[src/rtl/dcp_dark_channel_if.sv]
// Pixel-stream bus for the dark-channel stage. The slave modport is the stage itself.
// When DCP_VSYNC_RESYNC_EN is defined, the bus also carries i_vsync.
interface dcp_dark_channel_if #(
   parameter int DATA_W   = 8,
   parameter int CHANNELS = 3
);
   logic [CHANNELS*DATA_W-1:0] i_pix;
   logic                       i_data_valid;
`ifdef DCP_VSYNC_RESYNC_EN
   logic                       i_vsync;
`endif
   logic [DATA_W-1:0]          o_dark;
   logic                       o_data_valid;
   logic [DATA_W-1:0]          o_atm_light;
   logic                       o_atm_valid;

   modport master (
`ifdef DCP_VSYNC_RESYNC_EN
      output i_vsync,
`endif
      output i_pix,
      output i_data_valid,
      input  o_dark,
      input  o_data_valid,
      input  o_atm_light,
      input  o_atm_valid
   );

   modport slave (
`ifdef DCP_VSYNC_RESYNC_EN
      input  i_vsync,
`endif
      input  i_pix,
      input  i_data_valid,
      output o_dark,
      output o_data_valid,
      output o_atm_light,
      output o_atm_valid
   );
endinterface

[src/rtl/dcp_dark_channel.sv]
// Dark-channel stage: per-pixel channel min, line-bounded trailing WIN-pixel min, per-frame max as atmospheric light.
// Optional DCP_VSYNC_RESYNC_EN adds i_vsync, which restarts frame counting.
module dcp_dark_channel #(
   parameter int DATA_W   = 8,
   parameter int CHANNELS = 3,
   parameter int WIN      = 15,
   parameter int IMG_W    = 640,
   parameter int IMG_H    = 480
) (
   input logic               pixelclk,
   input logic               reset,
   dcp_dark_channel_if.slave bus
);
   localparam int COL_W = (IMG_W > 1) ? $clog2(IMG_W) : 1;
   localparam int ROW_W = (IMG_H > 1) ? $clog2(IMG_H) : 1;
   localparam logic [COL_W-1:0] LAST_COL = COL_W'(IMG_W - 1);
   localparam logic [ROW_W-1:0] LAST_ROW = ROW_W'(IMG_H - 1);

   logic resync;
`ifdef DCP_VSYNC_RESYNC_EN
   assign resync = bus.i_vsync;
`else
   assign resync = 1'b0;
`endif

   logic [COL_W-1:0]  col;
   logic [ROW_W-1:0]  row;
   logic [COL_W-1:0]  cur_col;
   logic [ROW_W-1:0]  cur_row;
   logic [DATA_W-1:0] pix_min;

   // A vsync pixel is taken as pixel (0,0) of a fresh frame.
   assign cur_col = resync ? '0 : col;
   assign cur_row = resync ? '0 : row;

   always_comb begin
      pix_min = bus.i_pix[DATA_W-1:0];
      for (int k = 1; k < CHANNELS; k++) begin
         if (bus.i_pix[k*DATA_W +: DATA_W] < pix_min) begin
            pix_min = bus.i_pix[k*DATA_W +: DATA_W];
         end
      end
   end

   logic              s1_valid;
   logic              s1_eof;
   logic [DATA_W-1:0] s1_min;
   logic [COL_W-1:0]  s1_col;

   always_ff @(posedge pixelclk) begin
      if (reset) begin
         s1_valid <= 1'b0;
         s1_eof   <= 1'b0;
         s1_min   <= '0;
         s1_col   <= '0;
         col      <= '0;
         row      <= '0;
      end else begin
         s1_valid <= bus.i_data_valid;
         if (bus.i_data_valid) begin
            s1_min <= pix_min;
            s1_col <= cur_col;
            s1_eof <= (cur_col == LAST_COL) && (cur_row == LAST_ROW);
            if (cur_col == LAST_COL) begin
               col <= '0;
               row <= (cur_row == LAST_ROW) ? '0 : cur_row + 1'b1;
            end else begin
               col <= cur_col + 1'b1;
               row <= cur_row;
            end
         end else if (resync) begin
            col <= '0;
            row <= '0;
         end
      end
   end

   logic              line_start;
   logic              frame_end;
   logic [DATA_W-1:0] win_min;
   logic [DATA_W-1:0] dark_next;
   logic [DATA_W-1:0] run_max;
   logic [DATA_W-1:0] frame_max;

   assign line_start = (s1_col == '0);
   assign frame_end  = s1_valid && s1_eof;

   generate
      if (WIN > 1) begin : g_win
         logic [DATA_W-1:0] win_mem [WIN-1];

         // At line start the older entries are refilled with all-ones so the window never spans lines.
         always_ff @(posedge pixelclk) begin
            if (reset) begin
               for (int i = 0; i < WIN-1; i++) begin
                  win_mem[i] <= '1;
               end
            end else if (s1_valid) begin
               win_mem[0] <= s1_min;
               for (int i = 1; i < WIN-1; i++) begin
                  win_mem[i] <= line_start ? '1 : win_mem[i-1];
               end
            end
         end

         always_comb begin
            win_min = '1;
            if (!line_start) begin
               for (int i = 0; i < WIN-1; i++) begin
                  if (win_mem[i] < win_min) begin
                     win_min = win_mem[i];
                  end
               end
            end
         end
      end else begin : g_no_win
         assign win_min = '1;
      end
   endgenerate

   assign dark_next = (s1_min < win_min) ? s1_min : win_min;
   assign frame_max = (dark_next > run_max) ? dark_next : run_max;

   // A vsync discards whatever has accumulated, including the pixel still in stage 1.
   always_ff @(posedge pixelclk) begin
      if (reset) begin
         bus.o_dark       <= '0;
         bus.o_data_valid <= 1'b0;
         bus.o_atm_light  <= '0;
         bus.o_atm_valid  <= 1'b0;
         run_max          <= '0;
      end else begin
         bus.o_data_valid <= s1_valid;
         bus.o_atm_valid  <= frame_end;
         if (s1_valid) begin
            bus.o_dark <= dark_next;
         end
         if (frame_end) begin
            bus.o_atm_light <= frame_max;
         end
         if (resync || frame_end) begin
            run_max <= '0;
         end else if (s1_valid) begin
            run_max <= frame_max;
         end
      end
   end
endmodule

[src/flat_wrapper.sv]
// flat-port wrapper written by rule: the top's interface ports become plain ports
module dcp_dark_channel_flat 
#(
   parameter int DATA_W   = 8,
   parameter int CHANNELS = 3,
   parameter int WIN      = 15,
   parameter int IMG_W    = 640,
   parameter int IMG_H    = 480
)
  (pixelclk, reset, bus_i_pix, bus_i_data_valid, bus_o_dark, bus_o_data_valid, bus_o_atm_light, bus_o_atm_valid);
  dcp_dark_channel_if #(.DATA_W(DATA_W), .CHANNELS(CHANNELS)) bus_i ();
  input logic pixelclk;
  input logic reset;
  input wire logic [$bits(bus_i.i_pix)-1:0] bus_i_pix;
  input wire logic [$bits(bus_i.i_data_valid)-1:0] bus_i_data_valid;
  output wire logic [$bits(bus_i.o_dark)-1:0] bus_o_dark;
  output wire logic [$bits(bus_i.o_data_valid)-1:0] bus_o_data_valid;
  output wire logic [$bits(bus_i.o_atm_light)-1:0] bus_o_atm_light;
  output wire logic [$bits(bus_i.o_atm_valid)-1:0] bus_o_atm_valid;
  assign bus_i.i_pix = bus_i_pix;
  assign bus_i.i_data_valid = bus_i_data_valid;
  assign bus_o_dark = bus_i.o_dark;
  assign bus_o_data_valid = bus_i.o_data_valid;
  assign bus_o_atm_light = bus_i.o_atm_light;
  assign bus_o_atm_valid = bus_i.o_atm_valid;
  dcp_dark_channel #(.DATA_W(DATA_W), .CHANNELS(CHANNELS), .WIN(WIN), .IMG_W(IMG_W), .IMG_H(IMG_H)) u_core (.pixelclk(pixelclk), .reset(reset), .bus(bus_i));
endmodule
[config.mk]
export PLATFORM = sky130hd
export DESIGN_NAME = dcp_dark_channel_flat
export DESIGN_NICKNAME = d
export VERILOG_FILES = /design/src/rtl/dcp_dark_channel_if.sv /design/src/rtl/dcp_dark_channel.sv /design/src/flat_wrapper.sv
export SDC_FILE = /design/constraint.sdc
export NUM_CORES = 1
export LEC_CHECK = 0
export BUFFER_PORTS_ARGS = -buffer_cell sky130_fd_sc_hd__buf_4
export CAP_MARGIN = 0
export CORE_MARGIN = 2
export CORE_UTILIZATION = 54
export CTS_CLUSTER_DIAMETER = 200
export DETAILED_ROUTE_END_ITERATION = 7
export PLACE_DENSITY = 0.74
export SYNTH_ARGS = -nofsm -noshare
export SYNTH_HDL_FRONTEND = slang
export SYNTH_SLANG_ARGS = --single-unit
[constraint.sdc]
create_clock -name pixelclk -period 24.4 [get_ports pixelclk]
set_input_delay 0 -clock pixelclk [delete_from_list [all_inputs] [get_ports pixelclk]]
set_output_delay 0 -clock pixelclk [all_outputs]
set_load 0.05 [all_outputs]
==> flow_summary_export.csv, run 1 <==
group,metric,value,unit
status,outcome,"finished, violations left",
status,violations,"negative setup slack",
clocking,cts-root-buf,"clkbuf_16",
timing,hold_viol,0,
global_route,grt_pass1_vias,9969,
timing,fin_ws,-0.190,ns
floorplan,die_w,153,um
critical_path,cp_common_cell,"a21oi_2",
critical_path,rrSetupSlack,-0.19,ns
timing,rsz0062_at_grt,"yes",
final_layout,ff_latch_area,0.00466,mm^2
floorplan,rows,54,
clocking,clock_latency,0.44,ns
yosys,synth.most_common_cell,"nand2_1",
critical_path,worst_setup_path_end_kind,"register",
timing,whs,0.0245,ns
critical_path,cp.arrival,24.94,ns
critical_path,critPathMaxStageDelay,0.46,ns
clocking,clock-sinks,177,
yosys,synthDistinctLibCells,84,
final_layout,drive_gt1_share,30.9,%
critical_path,crit_path_start_kind,"register",
route,routed_wl,32500,um
floorplan,start_util,55.1,%
timing,skew,0.0176,ns
yosys,synth_ff_type,"edfxtp_1",
clocking,cts_buffer_depth,2,
yosys,yosysWarnings,0,
floorplan,fp.dieArea,0.0236,mm^2
route,drt_pass1_iterations,5,
yosys,ys_ff_latch,177,
yosys,synth_edf_count,112,
timing,worst_pin_slew,1.03,ns
yosys,synth_area_leaders,"edfxtp_1 (28%), dfxtp_1 (11%), ha_1 (10%)",
route,via_per_inst,6.03,
floorplan,dieHeight,153,um
yosys,synthArstFlopShare,0,%
yosys,ys_top_cells_by_count,"nand2_1 (136), edfxtp_1 (112), inv_1 (112)",
min_path,hold_path_class,"input pin to register",
final_layout,area_growth,30.5,%
final_layout,multiInputGateArea,0.00803,mm^2
critical_path,cp.required,24.75,ns
clocking,h-tree-depth,4,
run,cap_viol_max_count,0,
clocking,cts_tree,"done",
yosys,seq_area_frac_synth,38.7,%
yosys,avgSynthCellArea,9.07,um^2
route,routedWlPerCell,18.1,um
final_layout,fin_nets,1633,
critical_path,critPathMaxFanout,8,
placed_design,gp_congestion,0.953,
yosys,synthCells,1330,
global_route,track_usage,24.3,%
clocking,cts_made_buffers,17,
critical_path,critical_path_class,"register to register",
final_layout,fillCellCount,1486,
floorplan,io-pin-count,45,
timing,fin_crit_sh,101,%
placed_design,dp_hpwl,20900,um
timing,slew_headroom,31.6,%
route,drt_iter0_drc,743,
placed_design,io_buffers,44,
yosys,synth_top_area_cell,"edfxtp_1",
final_layout,antenna_cells,0,
yosys,netlist_area,0.0121,mm^2
global_route,grt.overflow.total,0,
route,drc,0,
timing,setup_viol,16,
floorplan,core_area,0.0219,mm^2
timing,fmax,0.0407,GHz
timing,fin_crit,24.59,ns
route,ant_nets,0,
yosys,synth_top_area_share,27.9,%
global_route,grt_first_pass_wirelength,47600,um
global_route,grt_antenna_before_repair,0,
global_route,grt_max_degree,73,
yosys,synth.net_count,1457,
clocking,path_clk_slew,0.08,ns
route,via_count,10849,
critical_path,cp_slowest_cell,"a211oi_1",
timing,drv_slew,0,
[state kept, by name, indices dropped and copies added, names as in the netlist]
signal,flops
u_core.bus.o_data_valid,1
u_core.bus.o_dark,8
u_core.col,10
u_core.bus.o_atm_light,8
u_core.cur_row,9
u_core.s1_eof,1
u_core.g_win.win_mem,112
u_core.s1_valid,1
u_core.bus.o_atm_valid,1
u_core.s1_min,8
u_core.s1_col,10
u_core.run_max,8
[routing by layer]
metal | part of all wire, % | up-vias | wire length [um] | GRT usage [%]
met5 | 0 | - | 0 | 0
met4 | 2.5 | 0 | 822 | 7.65
met3 | 4.9 | 98 | 1600 | 4.00
met2 | 51 | 400 | 16500 | 41.9
met1 | 42 | 5141 | 13600 | 31.3
li1 | - | 5210 | - | -
[through the flow]
stage               util (%)  area [um^2]  TNS, ns  std cells  worst slack, ns
finish                  71.9        15700    -2.19       1799           -0.190
global route            71.9        15700   -20.66       1799            -1.31
CTS                     65.4        14300        0       1742          0.00832
detailed placement      60.7        13300   -14.77       1682            -1.03
global placement        60.7        13300    -1.39       1682           -0.168
floorplan                  -        12300        0       1330          0.00609
[cells in the final DEF, fill, tap and decap left out, types with 9 or more instances in the layout]
cell / netlist / routed
buf_4: 1 / 173
nor2_4: 0 / 10
mux2i_1: 33 / 28
nor3_1: 13 / 10
a32oi_1: 10 / 9
buf_6: 1 / 11
nand4_1: 10 / 10
inv_1: 112 / 92
nand3_1: 24 / 21
dlygate4sd3_1: 0 / 14
o21a_1: 11 / 11
o21ai_2: 1 / 12
edfxtp_1: 112 / 112
o21ai_0: 59 / 34
nand2_1: 136 / 116
xor2_1: 14 / 14
a31oi_1: 14 / 13
a21oi_2: 0 / 31
nand2b_1: 75 / 74
o31ai_1: 17 / 10
o211ai_1: 12 / 12
a211oi_1: 22 / 15
and3_1: 14 / 10
a21o_1: 24 / 23
or3_1: 21 / 20
o21ai_1: 10 / 19
and2_1: 14 / 10
nor2b_1: 23 / 21
xnor2_1: 9 / 9
inv_2: 1 / 18
a21oi_1: 64 / 32
clkbuf_16: 0 / 17
nor2_1: 105 / 88
nand2_2: 0 / 12
ha_1: 100 / 65
mux2_2: 13 / 9
dfxtp_1: 65 / 65
ha_4: 0 / 30
or2_2: 21 / 20
[path summary, 6_finish.rpt]
| path | cells past startpoint | endpoint | from |
|---|---|---|---|
| worst min register to register | 2 | u_core.run_max[7] | u_core.run_max[7] |
| worst min-delay path | 2 | u_core.s1_valid | bus_i_data_valid |
| worst max-delay path | 137 | u_core.run_max[6] | u_core.g_win.win_mem[0][13] |
| worst max register to register | 137 | u_core.run_max[6] | u_core.g_win.win_mem[0][13] |
[worst max-delay path, delay by kind of cell, from the launching register on]
family                   cells  cell delay [ns]
multiplexers                 4             1.05
AND/OR/NAND/NOR             36             4.33
AO/OA/AOI/OAI               65            13.18
buffers and inverters       17             1.83
adder cells (fa/ha/maj)     15             3.66
flip-flops                   1             0.44
[cell type report]
| class | count | share of cell area (%) |
|---|---|---|
| tap | 280 | 2.23 |
| clock inverter | 15 | 1.48 |
| inverter | 115 | 2.86 |
| sequential | 177 | 29.6 |
| clock buffer | 17 | 2.70 |
| timing repair buffer | 199 | 10.1 |
| multi-input combinational | 996 | 51.0 |
[kinds of logic (layout without fill, tap and decap cells)]
logic type | Yosys count | after routing | synth area share [%]
and+or+nand+nor | 482 | 483 | 20.0
muxes | 52 | 52 | 4.62
xor gates and xnor gates | 23 | 23 | 1.67
adders and majority gates | 104 | 104 | 10.7
buffers and inverters | 162 | 346 | 5.19
AOI/OAI and AO/OA | 330 | 334 | 19.1
DFF | 177 | 177 | 38.7
[repair_timing]
| item | CTS | global route |
|---|---|---|
| pin swaps | 9 | 108 |
| resized for setup | 38 | 217 |
| endpoints found under the hold margin | 8 | 0 |
| hold buffers | 14 | 0 |
| buffers inserted | 11 | 55 |
| cloned | 3 | 3 |
| endpoints found under the setup margin | 16 | 24 |
Power of run 1 is left out: the tool's default activity adds up to more than one toggle a clock period on the data nets, which glitch-free logic cannot reach.
==> inputs of run 2 (changes only) <==
PLACE_DENSITY = 0.71   (was 0.74)
clock period = 29.1 ns   (was 24.4 ns; I/O delays follow)
==> run 2 against run 1 <==
The flow now finishes without violations. Design area shrank 14%. Register-to-register slack better by 1.9 ns. Fmax is 10% lower. Clock-buffer cell count did not move. Core utilization is 9.9 points lower. Sequential share of layout area rose by 4.7 points. Critical path depth unchanged. Clock skew down 0.0060 ns. Critical path type unchanged. Highest routed layer unchanged.
==> flow_summary_export.csv, run 2 (synthesized netlist as in run 1, its figures left out) <==
group,metric,value,unit
route,routedWlPerCell,16.9,um
global_route,grt_pass1_vias,9368,
run,cap_viol_max_count,0,
critical_path,regToRegEndpoint,"u_core.run_max[7]",
final_layout,reg.largest.list,"u_core.g_win.win_mem (112), u_core.col (10), u_core.s1_col (10)",
floorplan,dieHeight,153,um
critical_path,critPathMaxStageDelay,0.58,ns
clocking,cts_tree,"done",
clocking,cts_buffer_depth,2,
final_layout,antenna_cells,0,
min_path,hold_path_class,"input pin to register",
critical_path,critical_path_class,"register to register",
floorplan,fp.dieArea,0.0236,mm^2
critical_path,cp.arrival,27.70,ns
timing,skew,0.0116,ns
global_route,grt_max_degree,73,
final_layout,stdcell_area,0.0136,mm^2
route,via_count,9883,
critical_path,cp_slowest_cell,"a211oi_1",
critical_path,cp.required,29.45,ns
critical_path,crit_path_start_kind,"register",
critical_path,crit_path_end,"u_core.run_max[7]",
global_route,grt.overflow.total,0,
clocking,h-tree-depth,4,
timing,fin_crit_sh,94.0,%
route,drc,0,
floorplan,rows,54,
final_layout,top_register,"u_core.g_win.win_mem",
route,ant_nets,0,
global_route,grt_first_pass_wirelength,46000,um
clocking,clock-sinks,177,
timing,drv_slew,0,
final_layout,final_common_cell,"nand2_1",
critical_path,rrSetupSlack,1.76,ns
route,via_per_inst,5.92,
clocking,clock_latency,0.44,ns
timing,worst_pin_slew,1.02,ns
floorplan,core_area,0.0219,mm^2
floorplan,die_w,153,um
route,drt_pass1_iterations,6,
final_layout,final_cell_mix,"nand2_1 (132), inv_1 (112), edfxtp_1 (112), nor2_1 (101), ha_1 (100)",
placed_design,io_buffers,44,
final_layout,postLayoutCoreUtil,62.0,%
timing,fin_ws,1.76,ns
status,outcome,"finished, final reports clean",
timing,fin_crit,27.34,ns
floorplan,io-pin-count,45,
critical_path,worst_setup_path_end_kind,"register",
critical_path,cp-startpoint,"u_core.g_win.win_mem[0][11]",
timing,finalSetupTns,0,ns
timing,setup_viol,0,
critical_path,cp_common_cell,"ha_1",
final_layout,largest_reg_flops,112,
final_layout,fin_nets,1503,
clocking,cts-root-buf,"clkbuf_16",
global_route,grt_antenna_before_repair,0,
placed_design,gp_congestion,0.892,
final_layout,drive_gt1_share,12.5,%
floorplan,start_util,55.1,%
route,drt_iter0_drc,672,
critical_path,critPathMaxFanout,16,
clocking,path_clk_slew,0.08,ns
timing,hold_viol,0,
timing,fmax,0.0366,GHz
final_layout,area_growth,12.5,%
global_route,track_usage,23.7,%
critical_path,reg2reg_depth,137,
route,routed_wl,28300,um
timing,slew_headroom,31.7,%
clocking,cts_made_buffers,17,
placed_design,dpl_worst_slack,-0.214,ns
critical_path,crit-reg2reg-launch,"u_core.g_win.win_mem[0][11]",
placed_design,dp_hpwl,20300,um
placed_design,post_dp_cell_area,0.0126,mm^2
[run 2: per-layer routing]
metal  global-route usage, %  up-vias  share of wire, %
met1                    32.4     4658                46
met2                    39.2      242                47
met4                    6.73        0               1.9
met5                       0        -                 0
met3                    3.52       59               4.4
li1                        -     4924                 -
[run 2: worst max-delay path, delay by kind of cell, from the launching register on]
| kind | cells | cell delay [ns] |
|---|---|---|
| multiplexers | 4 | 1.35 |
| adder cells (fa/ha/maj) | 15 | 4.37 |
| buffers and inverters | 14 | 1.38 |
| AND/OR/NAND/NOR | 41 | 6.11 |
| flip-flops | 1 | 0.44 |
| AO/OA/AOI/OAI | 63 | 13.59 |
[run 2: through the flow]
step | hold slack, ns | instances
3_3_place_gp | 0.349 | 1612
6_report | 0.00886 | 1669
3_5_place_dp | 0.356 | 1612
2_1_floorplan | 0.226 | 1330
5_1_grt | 0.0381 | 1669
4_1_cts | 0.000763 | 1657
[run 2: cell type report]
class	instances	area (um^2)
tap	280	350
clock inverter	15	203
sequential	177	4660
clock buffer	17	425
fill	1854	8320
inverter	115	432
multi-input combinational	993	6920
timing repair buffer	72	586
[run 2: what timing repair did]
item / CTS / global route
gates resized for setup: 3 / 34
buffers inserted: 0 / 10
hold buffers: 13 / 0
gates cloned: 0 / 2
pin swaps: 0 / 4
endpoints found under the setup margin: 16 / 24
hold endpoints to repair: 8 / 0
[run 2: worst min path at each step]
stage	slack, ns	cells after the start	endpoint	start
after floorplan	0.23	3	u_core.s1_min[0]	bus_i_data_valid
after global placement	0.35	4	u_core.s1_min[4]	bus_i_pix[20]
after detailed placement	0.36	4	u_core.s1_min[5]	bus_i_pix[21]
after CTS	0.0008	5	u_core.s1_min[5]	bus_i_pix[5]
after global routing	0.04	2	u_core.s1_valid	bus_i_data_valid
final	0.009	5	u_core.s1_min[5]	bus_i_pix[5]
Power of run 2 is left out for the same reason.
==> inputs of run 3 (changes only) <==
CORE_UTILIZATION = 55   (was 54)
PLACE_DENSITY = 0.72   (was 0.71)
clock period = 33.7 ns   (was 29.1 ns; I/O delays follow)
==> run 3 against run 2 <==
Clock-buffer cell count did not move. Worst hold slack improved by 0.019 ns. Core utilization shrank 0.35 points. Via count decreased by 0.10%. Wire length decreased by 2.1%. Worst setup slack better by 1.7 ns. Non-clock buffer count down 10. Fmax down 9.6%. Final cell count shrank 0.72%. Clock skew grew 0.0029 ns. Largest cell class unchanged.
==> flow_summary_export.csv, run 3 (synthesized netlist as in run 1, its figures left out) <==
group,metric,value,unit
final_layout,largest_reg_flops,112,
clocking,cts-resized-gates,0,
floorplan,start_util,55.6,%
critical_path,crit_path_start_kind,"register",
clocking,clock-sinks,177,
route,routedWlPerCell,16.7,um
final_layout,fin_nets,1491,
clocking,h-tree-depth,4,
final_layout,fillCellCount,1813,
final_layout,antenna_cells,0,
run,cap_viol_max_count,0,
route,ant_nets,0,
final_layout,postLayoutCoreUtil,61.7,%
global_route,grt_pass1_vias,9519,
placed_design,dp_hpwl,20500,um
final_layout,drive_gt1_share,9.73,%
route,drt_pass1_iterations,5,
timing,fin_crit_sh,89.7,%
clocking,post_cts_buffers,0,
timing,worst_pin_slew,0.991,ns
route,routed_wl,27700,um
floorplan,fp.dieArea,0.0231,mm^2
critical_path,cp.arrival,30.59,ns
timing,setup_viol,0,
final_layout,area_growth,10.9,%
placed_design,gp_congestion,0.907,
global_route,grt_max_degree,73,
floorplan,core_area,0.0217,mm^2
clocking,clock_latency,0.44,ns
critical_path,cp_slowest_cell,"a221oi_1",
timing,fmax,0.0331,GHz
timing,slew_headroom,33.7,%
critical_path,critical_path_class,"register to register",
floorplan,dieHeight,152,um
final_layout,final_cells,1657,
route,drt_iter0_drc,578,
timing,drv_slew,0,
clocking,cts-root-buf,"clkbuf_16",
clocking,cts_hold_buf,15,
clocking,path_clk_slew,0.08,ns
placed_design,io_buffers,44,
floorplan,io-pin-count,45,
route,drc,0,
timing,finalSetupTns,0,ns
clocking,cts_tree,"done",
status,outcome,"finished, final reports clean",
critical_path,worst_setup_path_end_kind,"register",
final_layout,final_common_cell,"nand2_1",
timing,skew,0.0145,ns
clocking,cts_buffer_depth,2,
timing,fin_crit,30.25,ns
final_layout,final_cell_mix,"nand2_1 (136), inv_1 (112), edfxtp_1 (112), nor2_1 (105), ha_1 (100)",
timing,rsz0062_at_grt,"no",
route,via_count,9873,
critical_path,critPathMaxFanout,18,
final_layout,reg.largest.list,"u_core.g_win.win_mem (112), u_core.col (10), u_core.s1_col (10)",
critical_path,cp.required,34.05,ns
clocking,cts_made_buffers,17,
critical_path,critPathMaxStageDelay,0.65,ns
floorplan,rows,54,
route,via_per_inst,5.96,
global_route,grt_first_pass_wirelength,46400,um
timing,hold_viol,0,
placed_design,numPlacedInstances,1610,
global_route,grt.overflow.total,0,
final_layout,top_register,"u_core.g_win.win_mem",
min_path,hold_path_class,"input pin to register",
global_route,track_usage,24.0,%
global_route,grt_antenna_before_repair,0,
floorplan,die_w,152,um
==> run 3: stage by stage <==
| step | cell area [um^2] | hold WS, ns | setup slack [ns] |
|---|---|---|---|
| 3_3_place_gp | 12600 | 0.350 | 4.82 |
| 6_report | 13400 | 0.0275 | 3.45 |
| 3_5_place_dp | 12600 | 0.353 | 4.03 |
| 4_1_cts | 13400 | 0.00798 | 3.87 |
| 2_1_floorplan | 12100 | 0.226 | 6.98 |
| 5_1_grt | 13400 | 0.0283 | 0.417 |
==> run 3: final timing paths <==
path	startpoint	to	slack (ns)	cells after the start
max reg2reg	u_core.g_win.win_mem[0][11]	u_core.run_max[2]	3.45	141
min reg2reg	u_core.bus.o_atm_light[7]	u_core.bus.o_atm_light[7]	0.47	2
min	bus_i_data_valid	u_core.s1_valid	0.03	2
max	u_core.g_win.win_mem[0][11]	u_core.run_max[2]	3.45	141
==> run 3: area by class of cell <==
cell class | count | area [um^2] | area share [%]
inverter | 115 | 432 | 3.23
clock buffer | 17 | 425 | 3.18
multi-input combinational | 991 | 6790 | 50.8
timing repair buffer | 62 | 503 | 3.76
clock inverter | 15 | 211 | 1.58
tap | 280 | 350 | 2.62
sequential | 177 | 4660 | 34.9
==> run 3: layer usage <==
layer / vias to the layer above / global-route usage, % / routed length [um]
li1: 4900 / - / -
met1: 4689 / 32.5 / 12900
met2: 244 / 40.4 / 13200
met3: 40 / 3.48 / 1150
met4: 0 / 6.76 / 413
met5: - / 0 / 0
==> run 3: critical path, delay by kind of cell, from the launching register on <==
kind                       cells  cell delay, ns
AOI/OAI and AO/OA             66           15.66
adders and majority gates     15            4.35
buffers and inverters         11            1.02
DFF                            1            0.44
muxes                          4            1.28
and+or+nand+nor               45            7.34
Power of run 3 is left out for the same reason.
